==> config.mk <==
export PLATFORM = sky130hd
export DESIGN_NAME = wshb_stream_responder_flat
export DESIGN_NICKNAME = d
export VERILOG_FILES = /design/src/rtl/wshb_resp_pkg.sv /design/src/rtl/wshb_stream_responder_if.sv /design/src/rtl/wshb_stream_responder_sync_fifo.sv /design/src/rtl/wshb_stream_responder.sv /design/src/flat_wrapper.sv
export SDC_FILE = /design/constraint.sdc
export NUM_CORES = 1
export LEC_CHECK = 0
export CAP_MARGIN = 40
export CORE_ASPECT_RATIO = 1.25
export CORE_MARGIN = 2
export CORE_UTILIZATION = 53
export DETAILED_ROUTE_END_ITERATION = 16
export PLACE_DENSITY_LB_ADDON = 0.25
export REMOVE_ABC_BUFFERS = 1
export SLEW_MARGIN = 0
export SYNTH_ARGS = -nofsm -noshare
export SYNTH_HDL_FRONTEND = slang
export SYNTH_HIERARCHICAL = 1
export SYNTH_SLANG_ARGS = --single-unit
==> constraint.sdc <==
create_clock -name sys_clk -period 11.3 [get_ports sys_clk]
set_input_delay 2.825 -clock sys_clk [delete_from_list [all_inputs] [get_ports sys_clk]]
set_output_delay 2.825 -clock sys_clk [all_outputs]
set_load 0.005 [all_outputs]
==> src/rtl/wshb_resp_pkg.sv <==
// ============================================================================
// Module  : wshb_resp_pkg
// Brief   : Shared types and constants for the Wishbone stream responder.
// Revision: 1.0 - initial release
// ============================================================================
`default_nettype none

package wshb_resp_pkg;

    typedef enum logic [1:0] {
        IDLE  = 2'd0,
        STALL = 2'd1,
        RESP  = 2'd2
    } resp_state_t;

    // Bit positions inside the read-back status word
    localparam int STAT_EMPTY     = 0;
    localparam int STAT_FULL      = 1;
    localparam int STAT_LEVEL_LSB = 8;

    localparam logic [3:0] SEL_ALL = 4'hF;

endpackage

`default_nettype wire

==> src/rtl/wshb_stream_responder_if.sv <==
// ============================================================================
// Module  : wshb_stream_responder_if
// Brief   : Wishbone classic bus bundle for the video stream bus.
// Revision: 1.0 - initial release
// ============================================================================
`default_nettype none

interface wshb_stream_responder_if;

    logic        cyc;
    logic        stb;
    logic        we;
    logic [31:0] adr;
    logic [3:0]  sel;
    logic [31:0] dat_ms;
    logic [2:0]  cti;
    logic [1:0]  bte;
    logic [31:0] dat_sm;
    logic        ack;
    logic        err;
    logic        rty;

    modport master (
        output cyc, stb, we, adr, sel, dat_ms, cti, bte,
        input  dat_sm, ack, err, rty
    );

    modport slave (
        input  cyc, stb, we, adr, sel, dat_ms, cti, bte,
        output dat_sm, ack, err, rty
    );

endinterface

`default_nettype wire

==> src/rtl/wshb_stream_responder_sync_fifo.sv <==
// ============================================================================
// Module  : sync_fifo
// Brief   : Single-clock FIFO with wrap-bit pointers and a fill-level output.
// Revision: 1.0 - initial release
// ============================================================================
`default_nettype none

module sync_fifo #(
    parameter int WIDTH = 33,
    parameter int DEPTH = 16
) (
    input  wire logic                     clk,
    input  wire logic                     rst_n,
    input  wire logic                     i_push,
    input  wire logic [WIDTH-1:0]         i_wdata,
    input  wire logic                     i_pop,
    output logic      [WIDTH-1:0]         o_rdata,
    output logic                          o_full,
    output logic                          o_empty,
    output logic      [$clog2(DEPTH):0]   o_level
);

    localparam int            c_AW  = $clog2(DEPTH);
    localparam logic [c_AW:0] c_ONE = (c_AW + 1)'(1);

    logic [WIDTH-1:0] r_mem [DEPTH];
    logic [c_AW:0]    r_wr_ptr;
    logic [c_AW:0]    r_rd_ptr;
    logic             w_push;
    logic             w_pop;

    assign w_push = i_push & ~o_full;
    assign w_pop  = i_pop & ~o_empty;

    always_ff @(posedge clk) begin
        if (!rst_n) begin
            r_wr_ptr <= '0;
            r_rd_ptr <= '0;
        end else begin
            if (w_push) r_wr_ptr <= r_wr_ptr + c_ONE;
            if (w_pop)  r_rd_ptr <= r_rd_ptr + c_ONE;
        end
    end

    always_ff @(posedge clk) begin
        if (w_push) r_mem[r_wr_ptr[c_AW-1:0]] <= i_wdata;
    end

    // Same index with differing wrap bits means the writer is a full lap ahead
    assign o_empty = (r_wr_ptr == r_rd_ptr);
    assign o_full  = (r_wr_ptr[c_AW] != r_rd_ptr[c_AW]) &&
                     (r_wr_ptr[c_AW-1:0] == r_rd_ptr[c_AW-1:0]);
    assign o_level = r_wr_ptr - r_rd_ptr;
    assign o_rdata = r_mem[r_rd_ptr[c_AW-1:0]];

endmodule

`default_nettype wire

==> src/rtl/wshb_stream_responder.sv <==
// ============================================================================
// Module  : wshb_stream_responder
// Brief   : Wishbone classic slave that buffers stream write beats into a FIFO
//           drained through a valid/ready pixel port; reads return status.
//           Optional: WSHB_RESP_RTY_EN - full-FIFO writes get rty, not a stall.
// Revision: 1.0 - initial release
// ============================================================================
`default_nettype none

module wshb_stream_responder
    import wshb_resp_pkg::*;
#(
    parameter int          FIFO_DEPTH = 16,
    parameter int          DATA_BYTES = 4,
    parameter logic [31:0] SOF_ADR    = 32'h0
) (
    input  wire logic              sys_clk,
    input  wire logic              sys_rst_n,
    wshb_stream_responder_if.slave bus,
    output logic [31:0]            pix_data,
    output logic                   pix_sof,
    output logic                   pix_valid,
    input  wire logic              pix_ready
);

    localparam int         c_DW       = 8 * DATA_BYTES;
    localparam int         c_LW       = $clog2(FIFO_DEPTH) + 1;
    localparam logic [1:0] c_ST_IDLE  = IDLE;
    localparam logic [1:0] c_ST_STALL = STALL;
    localparam logic [1:0] c_ST_RESP  = RESP;

    logic [1:0]      r_state;
    logic [1:0]      w_state_nx;
    logic            r_ack;
    logic            r_err;
    logic            r_rty;
    logic            w_ack_nx;
    logic            w_err_nx;
    logic            w_rty_nx;
    logic [31:0]     r_dat;
    logic [31:0]     w_dat_nx;
    logic [31:0]     w_status;
    logic            w_req;
    logic            w_push;
    logic            w_pop;
    logic            w_full;
    logic            w_empty;
    logic [c_LW-1:0] w_level;
    logic [c_DW:0]   w_fifo_wdata;
    logic [c_DW:0]   w_fifo_rdata;
    logic            w_unused;

    assign w_unused     = ^{bus.cti, bus.bte};
    assign w_fifo_wdata = {bus.adr == SOF_ADR, bus.dat_ms};
    assign w_pop        = ~w_empty & pix_ready;

    always_comb begin
        w_status                         = '0;
        w_status[STAT_EMPTY]             = w_empty;
        w_status[STAT_FULL]              = w_full;
        w_status[STAT_LEVEL_LSB +: 8]    = 8'(w_level);
    end

    always_comb begin
        w_req      = bus.cyc & bus.stb & ~(r_ack | r_err | r_rty);
        w_state_nx = r_state;
        w_push     = 1'b0;
        w_ack_nx   = 1'b0;
        w_err_nx   = 1'b0;
        w_rty_nx   = 1'b0;
        w_dat_nx   = '0;
        case (r_state)
            c_ST_IDLE: begin
                if (w_req) begin
                    if (!bus.we) begin
                        w_ack_nx   = 1'b1;
                        w_dat_nx   = w_status;
                        w_state_nx = c_ST_RESP;
                    end else if (bus.sel != SEL_ALL) begin
                        w_err_nx   = 1'b1;
                        w_state_nx = c_ST_RESP;
                    end else if (!w_full) begin
                        w_push     = 1'b1;
                        w_ack_nx   = 1'b1;
                        w_state_nx = c_ST_RESP;
                    end else begin
`ifdef WSHB_RESP_RTY_EN
                        w_rty_nx   = 1'b1;
                        w_state_nx = c_ST_RESP;
`else
                        w_state_nx = c_ST_STALL;
`endif
                    end
                end
            end
            c_ST_STALL: begin
                // A master that gives up the cycle while stalled loses the beat
                if (!bus.cyc) begin
                    w_state_nx = c_ST_IDLE;
                end else if (!w_full) begin
                    w_push     = 1'b1;
                    w_ack_nx   = 1'b1;
                    w_state_nx = c_ST_RESP;
                end
            end
            c_ST_RESP: w_state_nx = c_ST_IDLE;
            default:   w_state_nx = c_ST_IDLE;
        endcase
    end

    always_ff @(posedge sys_clk) begin
        if (!sys_rst_n) begin
            r_state <= c_ST_IDLE;
            r_ack   <= 1'b0;
            r_err   <= 1'b0;
            r_rty   <= 1'b0;
            r_dat   <= '0;
        end else begin
            r_state <= w_state_nx;
            r_ack   <= w_ack_nx;
            r_err   <= w_err_nx;
            r_rty   <= w_rty_nx;
            r_dat   <= w_dat_nx;
        end
    end

    assign bus.ack    = r_ack;
    assign bus.err    = r_err;
    assign bus.dat_sm = r_dat;
`ifdef WSHB_RESP_RTY_EN
    assign bus.rty    = r_rty;
`else
    assign bus.rty    = 1'b0;
`endif

    sync_fifo #(
        .WIDTH (c_DW + 1),
        .DEPTH (FIFO_DEPTH)
    ) u_fifo (
        .clk     (sys_clk),
        .rst_n   (sys_rst_n),
        .i_push  (w_push),
        .i_wdata (w_fifo_wdata),
        .i_pop   (w_pop),
        .o_rdata (w_fifo_rdata),
        .o_full  (w_full),
        .o_empty (w_empty),
        .o_level (w_level)
    );

    assign pix_valid = ~w_empty;
    assign pix_data  = w_empty ? '0 : w_fifo_rdata[c_DW-1:0];
    assign pix_sof   = ~w_empty & w_fifo_rdata[c_DW];

endmodule

`default_nettype wire

==> src/flat_wrapper.sv <==
// flat-port wrapper written by rule: the top's interface ports become plain ports
module wshb_stream_responder_flat import wshb_resp_pkg::*;
#(
    parameter int          FIFO_DEPTH = 16,
    parameter int          DATA_BYTES = 4,
    parameter logic [31:0] SOF_ADR    = 32'h0
)
  (sys_clk, sys_rst_n, pix_data, pix_sof, pix_valid, pix_ready, bus_cyc, bus_stb, bus_we, bus_adr, bus_sel, bus_dat_ms, bus_cti, bus_bte, bus_dat_sm, bus_ack, bus_err, bus_rty);
  wshb_stream_responder_if bus_i ();
  input  wire logic sys_clk;
  input  wire logic sys_rst_n;
  output logic [31:0] pix_data;
  output logic pix_sof;
  output logic pix_valid;
  input  wire logic pix_ready;
  input wire logic [$bits(bus_i.cyc)-1:0] bus_cyc;
  input wire logic [$bits(bus_i.stb)-1:0] bus_stb;
  input wire logic [$bits(bus_i.we)-1:0] bus_we;
  input wire logic [$bits(bus_i.adr)-1:0] bus_adr;
  input wire logic [$bits(bus_i.sel)-1:0] bus_sel;
  input wire logic [$bits(bus_i.dat_ms)-1:0] bus_dat_ms;
  input wire logic [$bits(bus_i.cti)-1:0] bus_cti;
  input wire logic [$bits(bus_i.bte)-1:0] bus_bte;
  output wire logic [$bits(bus_i.dat_sm)-1:0] bus_dat_sm;
  output wire logic [$bits(bus_i.ack)-1:0] bus_ack;
  output wire logic [$bits(bus_i.err)-1:0] bus_err;
  output wire logic [$bits(bus_i.rty)-1:0] bus_rty;
  assign bus_i.cyc = bus_cyc;
  assign bus_i.stb = bus_stb;
  assign bus_i.we = bus_we;
  assign bus_i.adr = bus_adr;
  assign bus_i.sel = bus_sel;
  assign bus_i.dat_ms = bus_dat_ms;
  assign bus_i.cti = bus_cti;
  assign bus_i.bte = bus_bte;
  assign bus_dat_sm = bus_i.dat_sm;
  assign bus_ack = bus_i.ack;
  assign bus_err = bus_i.err;
  assign bus_rty = bus_i.rty;
  wshb_stream_responder #(.FIFO_DEPTH(FIFO_DEPTH), .DATA_BYTES(DATA_BYTES), .SOF_ADR(SOF_ADR)) u_core (.sys_clk(sys_clk), .sys_rst_n(sys_rst_n), .bus(bus_i), .pix_data(pix_data), .pix_sof(pix_sof), .pix_valid(pix_valid), .pix_ready(pix_ready));
endmodule
==> reports/results.tsv <==
stage	metric	value	unit
grt	largest net degree at the start of global routing	58	
critical_path	arrival time worst endpoint	3.35	ns
timing	min cycle time layout	6.171	ns
min_path	worst hold path type	flip-flop to flip-flop	
die	Initial Util	53.87	%
detailed_routing	final antenna-violating net count	0	
clock_network	clk sink count	553	
logic_synthesis	EDFF count, synth	528	
timing	Clock Skew	0.02445	ns
power_and_ir_drop	PwrDens	157.9	nW/um^2
critical_path	CP max FO	57	
critical_path	WS Path Type	flip-flop to output port	
logic_synthesis	synthesized area per cell	21.04	um^2
grt	M2 GR Usage	35.96	%
logic_synthesis	post-synth cell types	50	
layout	diodes inserted	0	
logic_synthesis	synth top area cells	edfxtp_1 73%, mux4_2 12%, dfxtp_1 2.3%	
detailed_routing	vias per inst	5.954	
logic_synthesis	count leader, synth	edfxtp_1	
grt	GRT overflow	0	
clock_network	Resize count post-CTS	0	
placement	PortBufs	116	
timing	endpoints failing setup	0	
detailed_routing	WL/cell	25.30	um
clock_network	TritonCTS clock tree	yes	
detailed_routing	residual DRC count	0	
die	Die Span X	184.8	um
job	total of max-cap violations	0	
timing	period utilization	54.61	%
layout	area growth from synthesis to layout	16.28	%
timing	Fmax	162.1	MHz
placement	post-place instance area	23550	um^2
clock_network	Root Buffer	clkbuf_16	
logic_synthesis	commonest cells in the netlist	528 x edfxtp_1, 114 x mux4_2, 66 x a22oi_1, 42 x nand2_1	
timing	RSZ-0062 raised after global routing	no	
timing	Slew headroom	40.09	%
detailed_routing	vias post-DR	10515	
die	die height	230.1	um
grt	initial antenna violation count	2	
die	FP Rows	82	
clock_network	H-tree depth	2	
die	die area	42520	um^2
power_and_ir_drop	VDD IR max	0.0001359	V
logic_synthesis	Synth Flop Type	edfxtp_1	
placement	routability cong.	0.7191	
die	IO Pins	148	
detailed_routing	drt pass-1 iters	7	
logic_synthesis	yosys warns	6	
layout	fin nets	1267	
timing	worst-margin pin slew	0.8953	ns
layout	non-filler cells, final	1766	
grt	gr usage total	21.61	%
logic_synthesis	Cell Area, Synth	21670	um^2
clock_network	CTS buffer count	50	
grt	met3 Use GR	3.152	%
logic_synthesis	Seq cells post-synth	553	
logic_synthesis	Post-synth ARST share	0	%
timing	final setup margin	5.129	ns
clock_network	Skew-Pair Late Insertion Delay	0.58	ns
grt	M1 GR Usage	30.35	%
logic_synthesis	Seq/Total Area, Yosys	75.49	%
clock_network	Reg clk slew, reported paths	0.06	ns
clock_network	setup bufs post-CTS	0	
detailed_routing	routed wire length	44.67	mm
critical_path	CP required	8.48	ns
power_and_ir_drop	Pleak	7.832	nW
placement	Placed Cells	1672	
clock_network	deepest clock path buffer count	3	
grt	most used routing layer	met2	
logic_synthesis	post-synth top area share	73.18	%
clock_network	Hold Buf Count CTS	0	
grt	first-pass GRT wire length	66.90	mm
detailed_routing	1st-iter DRT viols	946	
layout	finished layout cell area	25190	um^2
critical_path	crit end category	output port	
timing	Hold Fails Final Rpt	0	
placement	dpl ws	4.863	ns
logic_synthesis	area leader, netlist	edfxtp_1	
timing	pins over their slew limit	0	
die	area of the core	40220	um^2
placement	post-detail-place hpwl	23.06	mm
critical_path	type of origin of the critical path	flip-flop	
logic_synthesis	Mapped Cells	1030	
timing	post-route setup TNS	0	ns
run_status	status	completed	
grt	via count of the first global-routing pass	10840	
layout	share of layout cells above drive strength 1	20.16	%
==> placed cells by master, fill, tap and decap left out, types with 4 or more instances in the layout <==
cell and instances:
edfxtp_1 528, clkdlybuf4s50_1 116, mux4_2 114, a22oi_1 66
clkbuf_16 50, nand2_1 42, buf_4 27, conb_1 26
nor2b_1 24, dfxtp_1 23, mux4_1 18, and2_1 13
nor2_4 13, clkinv_1 11, clkbuf_1 11, and2b_1 11
inv_1 10, ha_1 9, nor4_1 8, clkinv_2 7
nand3_1 7, xnor2_1 7, clkbuf_8 6, bufinv_16 5
nor2_1 4, nand4_1 4, a21oi_1 4, xor2_1 4
nor3_2 4, buf_16 4
==> final timing paths <==
path / startpoint / endpoint / slack [ns] / cells past startpoint
setup / recovery: flip-flop / pix_data[19] / 5.13 / 8
hold reg to reg: u_core/u_fifo/r_rd_ptr[3] / u_core/u_fifo/r_rd_ptr[3] / 0.55 / 2
setup reg to reg: u_core/u_fifo/r_wr_ptr[3] / u_core/u_fifo/r_mem[7][11] / 6.88 / 10
hold / removal: u_core/u_fifo/r_rd_ptr[3] / u_core/u_fifo/r_rd_ptr[3] / 0.55 / 2
==> stage by stage <==
step	util [%]	power, mW	hold slack, ns
final	62.64	3.978	0.5534
after global routing	62.64	4.092	0.5904
after CTS	62.64	4.008	0.5428
after detailed placement	58.56	2.342	0.5242
after global placement	58.22	2.339	0.5123
after floorplan	-	2.293	0.4914
==> worst max-delay path: stages, from the launching register on <==
cell,delay (ns)
dfxtp_4,0.43
buf_16,0.32
buf_4,0.36
buf_16,0.33
mux4_2,0.36
a22oi_1,0.22
nand2_1,0.07
nor2b_1,0.17
clkdlybuf4s50_1,0.50
==> metal layers <==
metal  vias up  wire length (um)
met2       401             22860
li1       4506                 -
met5         -                30
met3        62              3058
met1      5542             17900
met4         4               823
==> flip-flops by register name, indices dropped and copies added, names as in the netlist, named ones only <==
name,flops
u_core/bus.dat_sm,7
u_core/r_state,2
u_core/bus.ack,1
u_core/u_fifo/r_mem,528
u_core/u_fifo/r_rd_ptr,5
u_core/u_fifo/r_wr_ptr,5
u_core/bus.err,1
==> area by class of cell <==
cell class                      instances  area, um^2
Clock inverter                         27       267.8
Clock buffer                           67        1375
Sequential cell                       553       16360
Tap cell                              546       683.2
Timing Repair Buffer                  148        1494
Inverter                               10       37.54
Multi-Input combinational cell        415        4974
Fill cell                            2785       15020
==> power breakdown <==
part / leakage (nW) / switching (mW) / internal, mW
clock network: 0.804 / 0.710 / 0.970
logic: 2.11 / 0.0308 / 0.0258
registers: 4.92 / 0.000418 / 2.24
total: 7.83 / 0.741 / 3.24
==> cells by family after synthesis <==
group	share of synthesized area, %
flip-flops	75.49
AND/OR/NAND/NOR	3.673
multiplexers	14.08
AO/OA/AOI/OAI	3.020
buffers and inverters	2.668
XOR/XNOR	0.4446
adder cells (fa/ha/maj)	0.6121
other	0.01731
Power figures use the tool's default switching activity.
